### src/rtl/shift_pkg.sv
// rtl/shift_pkg.sv - shared widths, opcodes and FSM encodings for the shift sequencer
package shift_pkg;
    localparam int SHIFT_W = 32;
    localparam int AMT_W   = 5;

    typedef enum logic [2:0] {
        SHR  = 3'b000,
        SHRA = 3'b001,
        SHL  = 3'b010,
        ROR  = 3'b011,
        ROL  = 3'b100
    } shift_op_t;

    localparam logic [1:0] ST_IDLE  = 2'd0;
    localparam logic [1:0] ST_SHIFT = 2'd1;
    localparam logic [1:0] ST_DONE  = 2'd2;

    function automatic logic op_legal(input logic [2:0] op);
        return op <= ROL;
    endfunction
endpackage

### src/rtl/shift_sequencer_if.sv
// rtl/shift_sequencer_if.sv - start/result handshake between control unit and shift sequencer
interface shift_sequencer_if;
    import shift_pkg::*;

    logic               in_start;
    logic [2:0]         in_op;
    logic [SHIFT_W-1:0] in_value;
    logic [AMT_W-1:0]   in_amount;
    logic               out_busy;
    logic               out_done;
    logic               out_err;
    logic [SHIFT_W-1:0] out_result;

    modport master (
        output in_start, in_op, in_value, in_amount,
        input  out_busy, out_done, out_err, out_result
    );

    modport slave (
        input  in_start, in_op, in_value, in_amount,
        output out_busy, out_done, out_err, out_result
    );
endinterface

### src/rtl/shift_step_unit.sv
// rtl/shift_step_unit.sv - combinational single step: shift/rotate acc by n bits, 0 <= n <= STEP
module shift_step_unit
    import shift_pkg::*;
#(
    parameter int STEP = 4
) (
    input  logic [SHIFT_W-1:0] i_acc,
    input  logic [2:0]         i_op,
    input  logic [AMT_W-1:0]   i_n,
    output logic [SHIFT_W-1:0] o_acc
);
    logic [SHIFT_W-1:0] w_next;

    // One constant-distance mux leg per legal n keeps the shifter only STEP bits wide.
    always_comb begin
        w_next = i_acc;
        for (int k = 1; k <= STEP; k++) begin
            if (i_n == AMT_W'(k)) begin
                case (i_op)
                    SHR:     w_next = i_acc >> k;
                    SHRA:    w_next = $unsigned($signed(i_acc) >>> k);
                    SHL:     w_next = i_acc << k;
                    ROR:     w_next = (i_acc >> k) | (i_acc << (SHIFT_W - k));
                    ROL:     w_next = (i_acc << k) | (i_acc >> (SHIFT_W - k));
                    default: w_next = i_acc;
                endcase
            end
        end
    end

    assign o_acc = w_next;
endmodule

### src/rtl/shift_sequencer.sv
// rtl/shift_sequencer.sv - multi-cycle shift/rotate sequencer, at most STEP bits per clock
module shift_sequencer
    import shift_pkg::*;
#(
    parameter int STEP = 4
) (
    input  logic               in_clk,
    input  logic               in_rst,
    shift_sequencer_if.slave   bus
);
    logic [1:0]         r_state;
    logic [2:0]         r_op;
    logic [SHIFT_W-1:0] r_acc;
    logic [AMT_W-1:0]   r_rem;
    logic               r_err;
    logic [SHIFT_W-1:0] r_result;

    logic [AMT_W-1:0]   w_n;
    logic [SHIFT_W-1:0] w_next_acc;
    logic               w_accept;
    logic               w_legal;

    assign w_n      = (r_rem > AMT_W'(STEP)) ? AMT_W'(STEP) : r_rem;
    assign w_accept = bus.in_start && (r_state != ST_SHIFT);
    assign w_legal  = op_legal(bus.in_op);

    shift_step_unit #(.STEP(STEP)) u_step (
        .i_acc (r_acc),
        .i_op  (r_op),
        .i_n   (w_n),
        .o_acc (w_next_acc)
    );

    always_ff @(posedge in_clk or posedge in_rst) begin
        if (in_rst) begin
            r_state  <= ST_IDLE;
            r_op     <= '0;
            r_acc    <= '0;
            r_rem    <= '0;
            r_err    <= 1'b0;
            r_result <= '0;
        end else if (w_accept) begin
            r_op  <= bus.in_op;
            r_acc <= bus.in_value;
            // Illegal ops skip SHIFT entirely and report the operand unchanged.
            if (!w_legal || bus.in_amount == '0) begin
                r_rem    <= '0;
                r_state  <= ST_DONE;
                r_result <= bus.in_value;
                r_err    <= !w_legal;
            end else begin
                r_rem   <= bus.in_amount;
                r_state <= ST_SHIFT;
                r_err   <= 1'b0;
            end
        end else begin
            case (r_state)
                ST_SHIFT: begin
                    r_acc <= w_next_acc;
                    r_rem <= r_rem - w_n;
                    if (r_rem == w_n) begin
                        r_state  <= ST_DONE;
                        r_result <= w_next_acc;
                    end
                end
                ST_DONE: begin
                    r_state <= ST_IDLE;
                    r_err   <= 1'b0;
                end
                ST_IDLE: r_state <= ST_IDLE;
                default: r_state <= ST_IDLE;
            endcase
        end
    end

    assign bus.out_busy   = (r_state == ST_SHIFT);
    assign bus.out_done   = (r_state == ST_DONE);
    assign bus.out_err    = (r_state == ST_DONE) && r_err;
    assign bus.out_result = r_result;
endmodule

### src/flat_wrapper.sv
// flat-port wrapper written by rule: the top's interface ports become plain ports
module shift_sequencer_flat import shift_pkg::*;
#(
    parameter int STEP = 4
)
  (in_clk, in_rst, bus_in_start, bus_in_op, bus_in_value, bus_in_amount, bus_out_busy, bus_out_done, bus_out_err, bus_out_result);
  shift_sequencer_if bus_i ();
  input  logic in_clk;
  input  logic in_rst;
  input wire logic [$bits(bus_i.in_start)-1:0] bus_in_start;
  input wire logic [$bits(bus_i.in_op)-1:0] bus_in_op;
  input wire logic [$bits(bus_i.in_value)-1:0] bus_in_value;
  input wire logic [$bits(bus_i.in_amount)-1:0] bus_in_amount;
  output wire logic [$bits(bus_i.out_busy)-1:0] bus_out_busy;
  output wire logic [$bits(bus_i.out_done)-1:0] bus_out_done;
  output wire logic [$bits(bus_i.out_err)-1:0] bus_out_err;
  output wire logic [$bits(bus_i.out_result)-1:0] bus_out_result;
  assign bus_i.in_start = bus_in_start;
  assign bus_i.in_op = bus_in_op;
  assign bus_i.in_value = bus_in_value;
  assign bus_i.in_amount = bus_in_amount;
  assign bus_out_busy = bus_i.out_busy;
  assign bus_out_done = bus_i.out_done;
  assign bus_out_err = bus_i.out_err;
  assign bus_out_result = bus_i.out_result;
  shift_sequencer #(.STEP(STEP)) u_core (.in_clk(in_clk), .in_rst(in_rst), .bus(bus_i));
endmodule
### config.mk
export PLATFORM = sky130hd
export DESIGN_NAME = shift_sequencer_flat
export DESIGN_NICKNAME = d
export VERILOG_FILES = /design/src/rtl/shift_pkg.sv /design/src/rtl/shift_sequencer_if.sv /design/src/rtl/shift_step_unit.sv /design/src/rtl/shift_sequencer.sv /design/src/flat_wrapper.sv
export SDC_FILE = /design/constraint.sdc
export NUM_CORES = 1
export LEC_CHECK = 0
export ABC_AREA = 1
export BUFFER_PORTS_ARGS = -buffer_cell sky130_fd_sc_hd__buf_2
export CAP_MARGIN = 20
export CORE_ASPECT_RATIO = 1.4
export CORE_MARGIN = 10
export CORE_UTILIZATION = 25
export DETAILED_ROUTE_END_ITERATION = 7
export HOLD_SLACK_MARGIN = 0.1
export PLACE_DENSITY_LB_ADDON = 0.25
export SETUP_SLACK_MARGIN = 0.05
export SYNTH_ARGS = -nofsm -noshare
export SYNTH_HDL_FRONTEND = slang
export SYNTH_HIERARCHICAL = 1
export SYNTH_SLANG_ARGS = --single-unit
### constraint.sdc
create_clock -name in_clk -period 6.92 [get_ports in_clk]
set_clock_uncertainty 0.1 [all_clocks]
set_input_delay 1.384 -clock in_clk [delete_from_list [all_inputs] [get_ports in_clk]]
set_output_delay 1.384 -clock in_clk [all_outputs]
set_load 0.1 [all_outputs]
# Yosys cells after proc, flatten, opt, wreduce, memory -nomap -nowiden
# Index checks and enable logic that the tools add are counted.
dict set report word_totals {
  input_bits 43
  reg_bits 75
  out_inout_bits 35
  word_cells 66
}
dict set report classes {
  n_lt_le_gt_ge 2
  reduce_logical 10
  bitwise 8
  add_sub_neg 1
  n_eq_ne 14
  mux 25
}
# cell n
set op_table {}
lappend op_table {{32-bit one-hot mux with 5 select lines} 4}
lappend op_table {{32-bit 2-to-1 mux} 10}
lappend op_table {{28-bit by 32-bit bitwise OR with 32-bit output} 1}
lappend op_table {{29-bit by 32-bit bitwise OR with 32-bit output} 1}
lappend op_table {{30-bit by 32-bit bitwise OR with 32-bit output} 1}
lappend op_table {{31-bit by 32-bit bitwise OR with 32-bit output} 1}
lappend op_table {{32-bit by 1-bit bitwise OR with 32-bit output} 1}
lappend op_table {{32-bit by 2-bit bitwise OR with 32-bit output} 1}
lappend op_table {{32-bit by 3-bit bitwise OR with 32-bit output} 1}
lappend op_table {{32-bit by 4-bit bitwise OR with 32-bit output} 1}
lappend op_table {{5-bit 2-to-1 mux} 4}
lappend op_table {{5-bit by 2-bit == test with 1-bit output (second input constant)} 2}
lappend op_table {{2-bit 2-to-1 mux} 4}
lappend op_table {{3-bit by 2-bit == test with 1-bit output (second input constant)} 2}
lappend op_table {{2-bit nonzero test} 3}
lappend op_table {{5-bit by 1-bit == test with 1-bit output (second input constant)} 1}
lappend op_table {{5-bit by 3-bit == test with 1-bit output (second input constant)} 1}
lappend op_table {{5-bit == test} 1}
lappend op_table {{5-bit by 3-bit greater-than comparator with 1-bit output (second input constant)} 1}
lappend op_table {{5-bit logical NOT} 1}
lappend op_table {{5-bit subtractor} 1}
lappend op_table {{3-bit by 1-bit == test with 1-bit output (second input constant)} 1}
lappend op_table {{3-bit == test (second input constant)} 1}
lappend op_table {{3-bit <= comparator (second input constant)} 1}
lappend op_table {{11 further kinds} 14}

# Depth between registers and ports, before layout
# Gate-level depths: netlist of the first run.
dict set report logic_depth {
  depth_word 10
  depth_mapped 18
  mapped_depth_nobuf 17
}

# Hierarchy
# Netlist of the first run, hierarchy kept.
# module n_inst area_per_inst_um2 seq_area_each_um2 cells_each
set modules_own_cells {}
lappend modules_own_cells {shift_sequencer 1 3507.1 1876.8 435}
lappend modules_own_cells {shift_step_unit 1 2907.8 0.0 597}

# Worst setup path after synthesis of the first run
# No wires, ideal clock.
dict set report synth_path {
  path_type {reg-to-output}
  startpoint {register u_core.r_state[0]}
  endpoint {output port bus_out_err}
  stages_incl_launch_ff 4
  t_arrival_ns 3.174
  setup_slack_ns 2.262
  n_path_buf 0
  required_time_ns 5.436
  path_cell_list {dfrtp_1 -> nor2_1 -> inv_1 -> nor2_1}
}
dict set report synth_between {
  elab_chain_len 2
}
# item line
set synth_lines {}
lappend synth_lines {{start, declared} shift_sequencer.sv:11} ;# logic [1:0] r_state;
lappend synth_lines {{start signal, assigned} shift_sequencer.sv:36} ;# r_state <= ST_IDLE;
lappend synth_lines {{start signal, assigned} shift_sequencer.sv:48} ;# r_state <= ST_DONE;
lappend synth_lines {{start signal, assigned} shift_sequencer.sv:53} ;# r_state <= ST_SHIFT;
lappend synth_lines {{2-bit == test} -}
lappend synth_lines {{named net bus_out_done} flat_wrapper.sv:15} ;# output wire logic [$bits(bus_i.out_done)-1:0] bus_out_done;
lappend synth_lines {{1-bit logical AND} shift_sequencer.sv:78} ;# assign bus.out_err = (r_state == ST_DONE) && r_err;
lappend synth_lines {{end, declared} flat_wrapper.sv:16} ;# output wire logic [$bits(bus_i.out_err)-1:0] bus_out_err;
# The timed path passes the listed nets, and every way through them passes these cells.

# Final worst setup path of the first run
dict set report layout_path {
  startpoint {register u_core.r_rem[4]}
  endpoint {register u_core.r_result[29], in the netlist u_core/bus.out_result[29]}
}
dict set report layout_between {
  elab_chain_len 10
  word_cells_on_any_way 16
  classes_between {order compare (1); eq/ne (5); mux (8); reduce/logical (2)}
}
# item line
set layout_lines {}
lappend layout_lines {{start, declared} shift_sequencer.sv:14} ;# logic [AMT_W-1:0] r_rem;
lappend layout_lines {{start signal, assigned} shift_sequencer.sv:52} ;# r_rem <= bus.in_amount;
lappend layout_lines {{start signal, assigned} shift_sequencer.sv:60} ;# r_rem <= r_rem - w_n;
lappend layout_lines {{5-bit by 3-bit greater-than comparator with 1-bit output (*)} shift_sequencer.sv:23} ;# assign w_n = (r_rem > AMT_W'(STEP)) ? AMT_W'(STEP) : r_rem;
lappend layout_lines {{5-bit 2-to-1 mux (*)} shift_sequencer.sv:23}
lappend layout_lines {{named net u_core.w_n[2]} shift_sequencer.sv:18} ;# logic [AMT_W-1:0] w_n;
lappend layout_lines {{5-bit by 1-bit == test with 1-bit output} shift_step_unit.sv:18} ;# if (i_n == AMT_W'(k)) begin
lappend layout_lines {{32-bit 2-to-1 mux (3 in a row)} shift_step_unit.sv:18}
lappend layout_lines {{32-bit 2-to-1 mux (*)} shift_step_unit.sv:18}
lappend layout_lines {{named net u_core.w_next_acc[29]} shift_sequencer.sv:19} ;# logic [SHIFT_W-1:0] w_next_acc;
lappend layout_lines {{32-bit 2-to-1 mux (*)} shift_sequencer.sv:61} ;# if (r_rem == w_n) begin
lappend layout_lines {{32-bit 2-to-1 mux (*)} shift_sequencer.sv:57} ;# case (r_state)
lappend layout_lines {{32-bit 2-to-1 mux (*)} shift_sequencer.sv:42} ;# end else if (w_accept) begin
lappend layout_lines {{end signal, assigned} shift_sequencer.sv:49} ;# r_result <= bus.in_value;
lappend layout_lines {{end signal, assigned} shift_sequencer.sv:63} ;# r_result <= w_next_acc;
lappend layout_lines {{end, declared} shift_sequencer.sv:16} ;# logic [SHIFT_W-1:0] r_result;
# Mark *: on every way through the listed nets, which the timed path passes. The rest lies on a longest branch. The select of a mux whose other input is x is not followed.
# A chain may end at the register's enable or synchronous reset.

==> qor.txt, run 1 <==
via count = 7153
vias in the first global route = 7247
critical path required time = 7.06 ns
status = complete, no violations
min-delay worst type = reg -> reg
post-route ant nets = 0
WHS Path Cells = 2
Mapped Area = 0.00641 sq mm
Final Hold Slack = 0.379 ns
final max-slew violation count = 0
min-delay src = u_core/bus.out_result[31]
Most used DFF post-synth = dfrtp_1
post-synthesis async set-or-reset flop share = 100%
WHS Endpoint = u_core/bus.out_result[31]
Reg2Reg Depth = 18
final setup fails = 0
Post-Route WL = 23400 um
Num CTS Buffers = 9
Worst setup EP type = register
Syn Area/Cell = 6.22 sq um
final hold vios = 0
Final nets = 1114
Rows = 69
initial core utilization = 25.3%
pre-CTS setup slack = 3.14 ns
CTS hold repair buffers = 0
Max-Cap Viols = 0
die area = 0.0326 sq mm
critical path peak fanout = 33
RR Startpoint = u_core/r_rem[4]
Die Width = 155 um
RSZ-0062 raised after global routing = false
Max-slew headroom = 29.9%
fillers = 2908
antenna violations before repair = 0
multi-input logic area = 0.00395 sq mm
Cell Pwr Density = 562 mW/mm^2
CP Data Arrival Time = 3.70 ns
Clk Latency, worst-skew pair = 0.36 ns
pin count of the biggest net entering global routing = 76
Core Region = 0.0254 sq mm
clock sinks = 75
register clock-pin slew on the reported worst setup and hold paths = 0.06 ns
most common cell after layout, fill and taps aside = nand2_1
I/O Pins = 78
Lkg Pwr = 3.59 nW
Ant. Diodes = 0
grt ovf = 0
Peak VDD IR = 0.265 mV
Port Buf Inserts = 77
area grow syn2layout = 13.2%
Via density = 5.13
Final min period = 3.55 ns
Detailed Place HPWL = 15700 um
DRT Pass-1 Iters = 5
Synth Register Bits = 75
GR Util All Layers = 14.4%
WL per Instance = 16.8 um
critical path launch point type = register
DIE HEIGHT = 210 um
Final Cycle Share = 51.3%
final RePlAce weighted congestion = 0.881
Setup TNS Final = 0 ns
Post-CTS Setup Inserts = 0
reg2reg setup slack = 3.37 ns
First DRT Iteration DRCs = 552
DRC Markers = 0
FF+latch area = 0.00188 sq mm
Slew @ Worst Pin = 1.05 ns
first-pass GRT wire length = 38400 um
Warnings, synthesis = 6
Setup CP Type = reg -> reg
Post-synth EDFFs = 0
Max clock buf depth = 2
reg2reg end = u_core/bus.out_result[29]
post-CTS sizing = 0
layout cell share with drive strength beyond 1 = 13.0%
H-tree Lvls = 3
fmax = 282 MHz
clk root buf = clkbuf_16
Setup WS post-layout = 3.37 ns
Mapped Cells = 1032
Seq/Total Area, Yosys = 29.3%
Distinct cells, synth = 41
commonest non-fill, non-tap cells in the layout = nand2_1, nand3_1, nor2_1
TritonCTS clock tree = done
Pwr Total = 4.08 mW
## final cells by class
cell class              count  area share (%)
repair buffers             87            6.52
multi-input cells         836            54.4
clock inverters             5            1.03
flip-flops and latches     75            25.9
well taps                 319            5.50
clock buffers              11            3.48
inverters                  61            3.21
## cell families (layout without fill, tap and decap cells)
logic type	after synthesis	count (layout)	share of synthesized area (%)
compound gates	203	203	18.4
fa+ha+maj	1	1	0.195
buf+inv	124	164	9.34
flops	75	75	29.3
other cells	2	5	0.117
simple gates	627	627	42.7
## worst max-delay path by stage
stage,from,endpoint,slack [ns],cells past startpoint
6_report,u_core/r_rem[4],u_core/bus.out_result[29],3.37,18
3_5_place_dp,bus_in_start,u_core/bus.out_result[27],3.14,8
5_1_grt,u_core/r_rem[4],u_core/bus.out_result[28],3.12,17
3_3_place_gp,bus_in_start,u_core/bus.out_result[16],3.25,8
4_1_cts,u_core/r_rem[4],u_core/bus.out_result[29],3.44,18
2_1_floorplan,u_core/r_state[0],bus_out_err,2.26,3
## Yosys cell counts, drive strengths merged, types with 2 or more instances
master / number / area share (%)
a21oi: 55 / 4.3
a311o: 2 / 0.31
and3: 22 / 2.1
nand4: 8 / 0.78
o21bai: 23 / 2.7
nand2: 358 / 22
conb: 2 / 0.12
inv: 60 / 3.5
dfrtp: 75 / 29
o211ai: 11 / 1.3
a31oi: 33 / 3.2
o21ai: 72 / 5.8
clkbuf: 16 / 1.0
buf: 47 / 4.7
nand3b: 2 / 0.23
nor2: 92 / 6.2
o22ai: 2 / 0.20
nand3: 142 / 11
## worst max-delay path, stage by stage, from the launching register on
cell	delay, ns
dfrtp_1	0.43
nor2_4	0.18
nand2_4	0.10
nor2_1	0.13
inv_1	0.05
nor2_1	0.12
nand3_1	0.08
buf_4	0.25
nor2_1	0.83
buf_4	0.42
nand3b_1	0.11
nand2_1	0.07
nand2_1	0.05
nand2_1	0.10
a21oi_1	0.07
nand2_1	0.10
nand2_1	0.06
nand2_1	0.07
nand2_1	0.05
## per-stage QoR
| step | cell area (sq um) | cells | utilization, % |
|---|---|---|---|
| 6_report | 7260 | 1394 | 28.6 |
| 4_1_cts | 7240 | 1393 | 28.5 |
| 3_3_place_gp | 6910 | 1377 | 27.2 |
| 3_5_place_dp | 6910 | 1377 | 27.2 |
| 2_1_floorplan | 6430 | 1035 | - |
| 5_1_grt | 7260 | 1394 | 28.6 |
## report_power, final
group          internal, mW  leakage [nW]  switching (mW)
logic                 0.652          2.52            1.96
registers             0.653         0.906           0.292
clock network         0.333         0.165           0.196
total                  1.64          3.59            2.44
## state kept, by name (all words and copies together) (netlist names)
signal and flops:
u_core/r_err 1, u_core/r_op 3, u_core/r_state 2, u_core/r_acc 32, u_core/bus.out_result 32, u_core/r_rem 5
## metal layers
metal	part of all wire, %	track usage, %
met3	5.1	2.66
met2	51	25.1
met5	0	0
met1	41	16.2
met4	2.8	7.24
(Power assumes the default switching activity.)
==> run 2: changes to the inputs <==
==> constraint.sdc (replaced) <==
create_clock -name in_clk -period 3.55 [get_ports in_clk]
set_clock_uncertainty 0.1 [all_clocks]
set_input_delay 0.71 -clock in_clk [delete_from_list [all_inputs] [get_ports in_clk]]
set_output_delay 0.71 -clock in_clk [all_outputs]
set_load 0.1 [all_outputs]
==> run 2 against run 1 <==
Effect of this change: via count increased by 0.60%; wire length increased by 0.22%; count of clock-buffer cells in the layout increased by 4; sequential power increased by 95%; register-to-register slack got worse by 2.9 ns; die area unchanged; cell area increased by 0.72%; worst setup slack got worse by 2.9 ns; cell count increased by 0.79%.
==> qor.txt, run 2 (synthesis gave the netlist of run 1 again) <==
post-CTS sizing = 0
internal power = 3.12 mW
Lkg Pwr = 3.63 nW
Max stage delay on crit path = 0.67 ns
global routing met1 resource utilization = 16.9%
min-delay worst type = in -> async
layout cell share with drive strength beyond 1 = 13.9%
via count = 7196
WL per Instance = 16.7 um
Die Width = 155 um
CP Data Arrival Time = 3.17 ns
CTS hold repair buffers = 0
final max-slew violation count = 0
CP max-delay cell = nor2_2
gr busiest metal = met2
clock sinks = 75
Max-slew headroom = 33.1%
first-pass GRT wire length = 38900 um
CP delay by family, top = simple AND/OR/NAND/NOR gates
H-tree Lvls = 3
met2 global-route usage = 25.4%
RSZ-0062 raised after global routing = false
register clock-pin slew on the reported worst setup and hold paths = 0.06 ns
Flop pwr share = 23.3%
Peak VDD IR = 0.532 mV
final setup fails = 0
pin count of the biggest net entering global routing = 68
Final min period = 3.03 ns
Clock Power Share = 11.7%
Num CTS Buffers = 9
Max-Cap Viols = 0
Post-Route WL = 23500 um
vias in the first global route = 7427
fmax = 330 MHz
final RePlAce weighted congestion = 0.917
most frequent CP cell = nand2_1
pre-CTS setup slack = 0.579 ns
GR Util met3 = 2.56%
reg2reg setup slack = 0.52 ns
Final nets = 1125
TritonCTS clock tree = done
DRC Markers = 0
Ant. Diodes = 0
Slew @ Worst Pin = 1.00 ns
final hold vios = 0
antenna violations before repair = 0
Combinational Power Share = 65.0%
Max clock buf depth = 2
critical path launch point type = register
Final Cycle Share = 85.5%
status = complete, no violations
area grow syn2layout = 14.0%
Clk Latency, worst-skew pair = 0.36 ns
final core occ = 28.8%
Core Region = 0.0254 sq mm
Port Buf Inserts = 77
CP bufs+invs = 1
critical path peak fanout = 18
Setup CP Type = reg -> reg
post-route ant nets = 0
clk root buf = clkbuf_16
die area = 0.0326 sq mm
Worst setup EP type = register
GR Util All Layers = 14.5%
most common cell after layout, fill and taps aside = nand2_1
critical path required time = 3.69 ns
Detailed Place HPWL = 16500 um
worst-path cell chain = nor2_4 -> nand2_4 -> nor2_1 -> nand3_2 -> nor2_2 -> buf_4 -> nand3_1 -> o21ai_0 -> nand2_1 -> nand2_1 -> nand2_1 -> nand2_1 -> nand2_1 -> nand2_1 -> nand2_1 -> nand2_1 -> nand2_1
commonest non-fill, non-tap cells in the layout = nand2_1, nand3_1, nor2_1
Sw Pwr = 4.76 mW
initial core utilization = 25.3%
Setup WS post-layout = 0.516 ns
Post-CTS Setup Inserts = 0
sw frac = 60.4%
Cell Pwr Density = 1080 mW/mm^2
First DRT Iteration DRCs = 596
Setup TNS Final = 0 ns
DRT Pass-1 Iters = 5
Rows = 69
I/O Pins = 78
Via density = 5.12
grt ovf = 0
DIE HEIGHT = 210 um
[run 2: cell count changes in the layout (fill, tap and decap cells not counted), sizes merged]
cell | before | now
buf | 87 | 98
clkbuf | 11 | 15
bufinv | 2 | 0
clkinv | 5 | 3
[run 2: final cells by class]
| cell class | count | area (sq um) |
|---|---|---|
| Inverter | 61 | 233 |
| Sequential cell | 75 | 1880 |
| Clock buffer | 15 | 288 |
| Tap cell | 319 | 399 |
| Timing Repair Buffer | 98 | 556 |
| Fill cell | 2889 | 18100 |
| Clock inverter | 1 | 5.00 |
| Multi-Input combinational cell | 836 | 3960 |
[run 2: layer usage]
metal | wire length [um] | part of all wire (%)
met5 | 0 | 0
met4 | 450 | 1.9
met3 | 999 | 4.3
met2 | 12100 | 52
met1 | 9880 | 42
[run 2: path summary, 6_finish.rpt]
check | start | end | depth (start not counted)
worst max-delay path | u_core/r_rem[4] | u_core/bus.out_result[28] | 17
worst min-delay path | in_rst | u_core/bus.out_result[30] | 2
worst max register to register | u_core/r_rem[4] | u_core/bus.out_result[28] | 17
worst min register to register | u_core/bus.out_result[14] | u_core/bus.out_result[14] | 2
max in group asynchronous | in_rst | u_core/bus.out_result[8] | 3
min in group in_clk | u_core/bus.out_result[14] | u_core/bus.out_result[14] | 2
[run 2: metrics by stage]
| step | area (sq um) | total power [mW] | hold slack [ns] | instances |
|---|---|---|---|---|
| global placement | 7020 | 6.97 | 0.378 | 1389 |
| CTS | 7310 | 7.94 | 0.364 | 1405 |
| detailed placement | 7020 | 6.98 | 0.385 | 1389 |
| global route | 7310 | 8.59 | 0.386 | 1405 |
| floorplan | 6430 | 5.87 | 0.365 | 1035 |
| finish | 7310 | 7.88 | 0.338 | 1405 |
[run 2: power by group through the flow]
stage / Combinational (mW) / Sequential [mW] / Clock [mW]
floorplan: 3.01 / 2.86 / 0
global placement: 5.12 / 1.84 / 0
detailed placement: 5.13 / 1.85 / 0
CTS: 5.15 / 1.84 / 0.956
global route: 5.68 / 1.92 / 0.986
finish: 5.12 / 1.84 / 0.920
[run 2: worst reg2reg max path: stages, from the launching register on]
cell     delay [ns]
dfrtp_1        0.43
nor2_4         0.18
nand2_4        0.10
nor2_1         0.20
nand3_2        0.17
nor2_2         0.67
buf_4          0.28
nand3_1        0.08
o21ai_0        0.16
nand2_1        0.07
nand2_1        0.07
nand2_1        0.05
nand2_1        0.06
nand2_1        0.05
nand2_1        0.08
nand2_1        0.06
nand2_1        0.06
nand2_1        0.06
==> run 3: changes to the inputs <==
--- a/config.mk
+++ b/config.mk
@@ -5,17 +5,15 @@
 export SDC_FILE = /design/constraint.sdc
 export NUM_CORES = 1
 export LEC_CHECK = 0
-export ABC_AREA = 1
 export BUFFER_PORTS_ARGS = -buffer_cell sky130_fd_sc_hd__buf_2
 export CAP_MARGIN = 20
 export CORE_ASPECT_RATIO = 1.4
 export CORE_MARGIN = 10
-export CORE_UTILIZATION = 25
+export CORE_UTILIZATION = 45
 export DETAILED_ROUTE_END_ITERATION = 7
 export HOLD_SLACK_MARGIN = 0.1
 export PLACE_DENSITY_LB_ADDON = 0.25
 export SETUP_SLACK_MARGIN = 0.05
 export SYNTH_ARGS = -nofsm -noshare
 export SYNTH_HDL_FRONTEND = slang
-export SYNTH_HIERARCHICAL = 1
 export SYNTH_SLANG_ARGS = --single-unit
==> run 3 against run 2 <==
Effect of this change: non-clock buffer count increased by 24; global-route usage increased by 14 points; via count decreased by 3.2%; first-iteration DRC count increased by 43%; cell count decreased by 28%; maximum frequency increased by 5.8%; die area decreased by 42%; wire length increased by 16%.
==> qor.txt, run 3 <==
initial core utilization = 46.1%
Max clock buf depth = 2
post-synthesis async set-or-reset flop share = 100%
CP bufs+invs = 1
GR Util All Layers = 28.5%
Die Width = 119 um
Slew @ Worst Pin = 0.736 ns
CP Depth = 7
largest family of logic cells by synthesized area = compound AO/OA/AOI/OAI gates
DRT Pass-1 Iters = 5
Clk Latency, worst-skew pair = 0.36 ns
Ant. Diodes = 0
DIE HEIGHT = 159 um
post-CTS sizing = 0
final max-slew violation count = 0
Worst setup EP type = register
Rows = 50
fmax = 349 MHz
Max-Cap Viols = 0
Synth Register Bits = 75
Yosys top cell by area = dfrtp_1
pin count of the biggest net entering global routing = 76
WL per Instance = 27.0 um
top cells by area, synth = dfrtp_1, a21oi_1, o21ai_0
Setup CP Type = reg -> reg
status = complete, no violations
DRC Markers = 0
Setup TNS Final = 0 ns
simple-gate share of the synthesized area = 19.4%
Port Buf Inserts = 77
register clock-pin slew on the reported worst setup and hold paths = 0.07 ns
Core Region = 0.0134 sq mm
Final nets = 870
I/O Pins = 78
Mapped Cells = 785
grt ovf = 0
Synth top cells by count = dfrtp_1, nand2_1, a21oi_1
antenna violations before repair = 0
CTS hold repair buffers = 0
layout cell share with drive strength beyond 1 = 22.5%
Num CTS Buffers = 9
clk root buf = clkbuf_16
Yosys top cell area share = 30.4%
commonest non-fill, non-tap cells in the layout = buf_2, dfrtp_1, nand2_1
Final Cycle Share = 80.8%
final setup fails = 0
Seq/Total Area, Yosys = 30.4%
critical path required time = 3.67 ns
Syn Nets = 829
First DRT Iteration DRCs = 852
Post-synth EDFFs = 0
Distinct cells, synth = 84
fillers = 1368
RSZ-0062 raised after global routing = false
first-pass GRT wire length = 41700 um
min-delay worst type = in -> async
critical path peak fanout = 20
xor/xnor share of the synthesized area = 0.406%
Synth Area in Adders = 0.203%
H-tree Lvls = 3
area grow syn2layout = 14.4%
Mapped Area = 0.00617 sq mm
post-route ant nets = 0
via count = 6964
final RePlAce weighted congestion = 1.02
CP delay by family, top = flip-flops
Post-Route WL = 27300 um
Most used DFF post-synth = dfrtp_1
FF+latch area = 0.00188 sq mm
Final min period = 2.87 ns
Syn Area/Cell = 7.86 sq um
vias in the first global route = 6779
Post-CTS Setup Inserts = 0
die area = 0.0189 sq mm
Detailed Place HPWL = 18900 um
CP Data Arrival Time = 2.99 ns
fraction of synthesized area in multiplexers = 4.30%
area fraction in compound gates after synthesis = 36.7%
Via density = 6.88
worst-path cell chain = nand2b_4 -> nand2_1 -> buf_4 -> mux2_2 -> a211o_1 -> a21oi_1 -> o21ai_1
multi-input logic area = 0.00378 sq mm
Reg2Reg Depth = 7
critical path launch point type = register
final hold vios = 0
Max-slew headroom = 49.6%
Max stage delay on crit path = 0.83 ns
most common cell after layout, fill and taps aside = buf_2
TritonCTS clock tree = done
clock sinks = 75
Warnings, synthesis = 0
CP max-delay cell = dfrtp_1
top-count cell post-synth = dfrtp_1
[run 3: changes by cell type after synthesis, moves of 24 or more]
| cell | delta |
|---|---|
| nand2_1 | -268 |
| nand3_1 | -103 |
| inv_1 | -37 |
| clkbuf_1 | +33 |
| nor2_1 | -29 |
| a211oi_1 | +24 |
[run 3: worst paths after layout]
| path | start | endpoint | slack, ns |
|---|---|---|---|
| max in group asynchronous | in_rst | u_core.r_acc[20] | 2.63 |
| max | u_core.r_op[0] | u_core.r_acc[10] | 0.68 |
| min reg2reg | u_core.bus.out_result[19] | u_core.bus.out_result[19] | 0.39 |
| min in group in_clk | u_core.bus.out_result[19] | u_core.bus.out_result[19] | 0.39 |
| max reg2reg | u_core.r_op[0] | u_core.r_acc[10] | 0.68 |
| min | in_rst | u_core.r_acc[13] | 0.30 |
[run 3: area by class of cell]
cell class / count / area share, %
Clock inverter: 4 / 1.38
Inverter: 20 / 1.08
Sequential cell: 75 / 26.6
Tap cell: 182 / 3.23
Multi-Input combinational cell: 598 / 53.6
Timing Repair Buffer: 122 / 10.6
Clock buffer: 11 / 3.58
[run 3: routing by layer]
| metal | vias to the layer above | track usage [%] | wire length (um) | part of all wire, % |
|---|---|---|---|---|
| met5 | - | 0 | 0 | 0 |
| li1 | 3050 | - | - | - |
| met1 | 3355 | 34.6 | 10700 | 39 |
| met4 | 0 | 17.1 | 1410 | 5.1 |
| met2 | 453 | 46.0 | 12700 | 47 |
| met3 | 106 | 5.71 | 2460 | 9.0 |
[run 3: cells by family after synthesis]
family | count (synthesis)
DFF | 75
buffers and inverters | 112
xor gates and xnor gates | 2
AOI/OAI and AO/OA | 330
adders and majority gates | 1
other | 1
muxes | 24
and+or+nand+nor | 240
[run 3: stage by stage]
stage                     util, %  setup slack (ns)  std cells  hold WS, ns  instance area [sq um]
final                        52.7             0.682       1012        0.296                   7060
after global routing         52.7             0.486       1012        0.338                   7060
after CTS                    52.7             0.731       1012        0.353                   7060
after detailed placement     50.1             0.725        997        0.378                   6710
after global placement       50.1             0.772        997        0.368                   6710
after floorplan                 -            0.0813        785        0.369                   6170
[run 3: worst min-delay path, cell delays in order]
cell and delay [ns]:
buf_2 0.10, clkinv_2 0.05, buf_12 0.31
Power of run 3 is left out: the tool's default activity adds up to more than one toggle a clock period on the data nets, which glitch-free logic cannot reach.
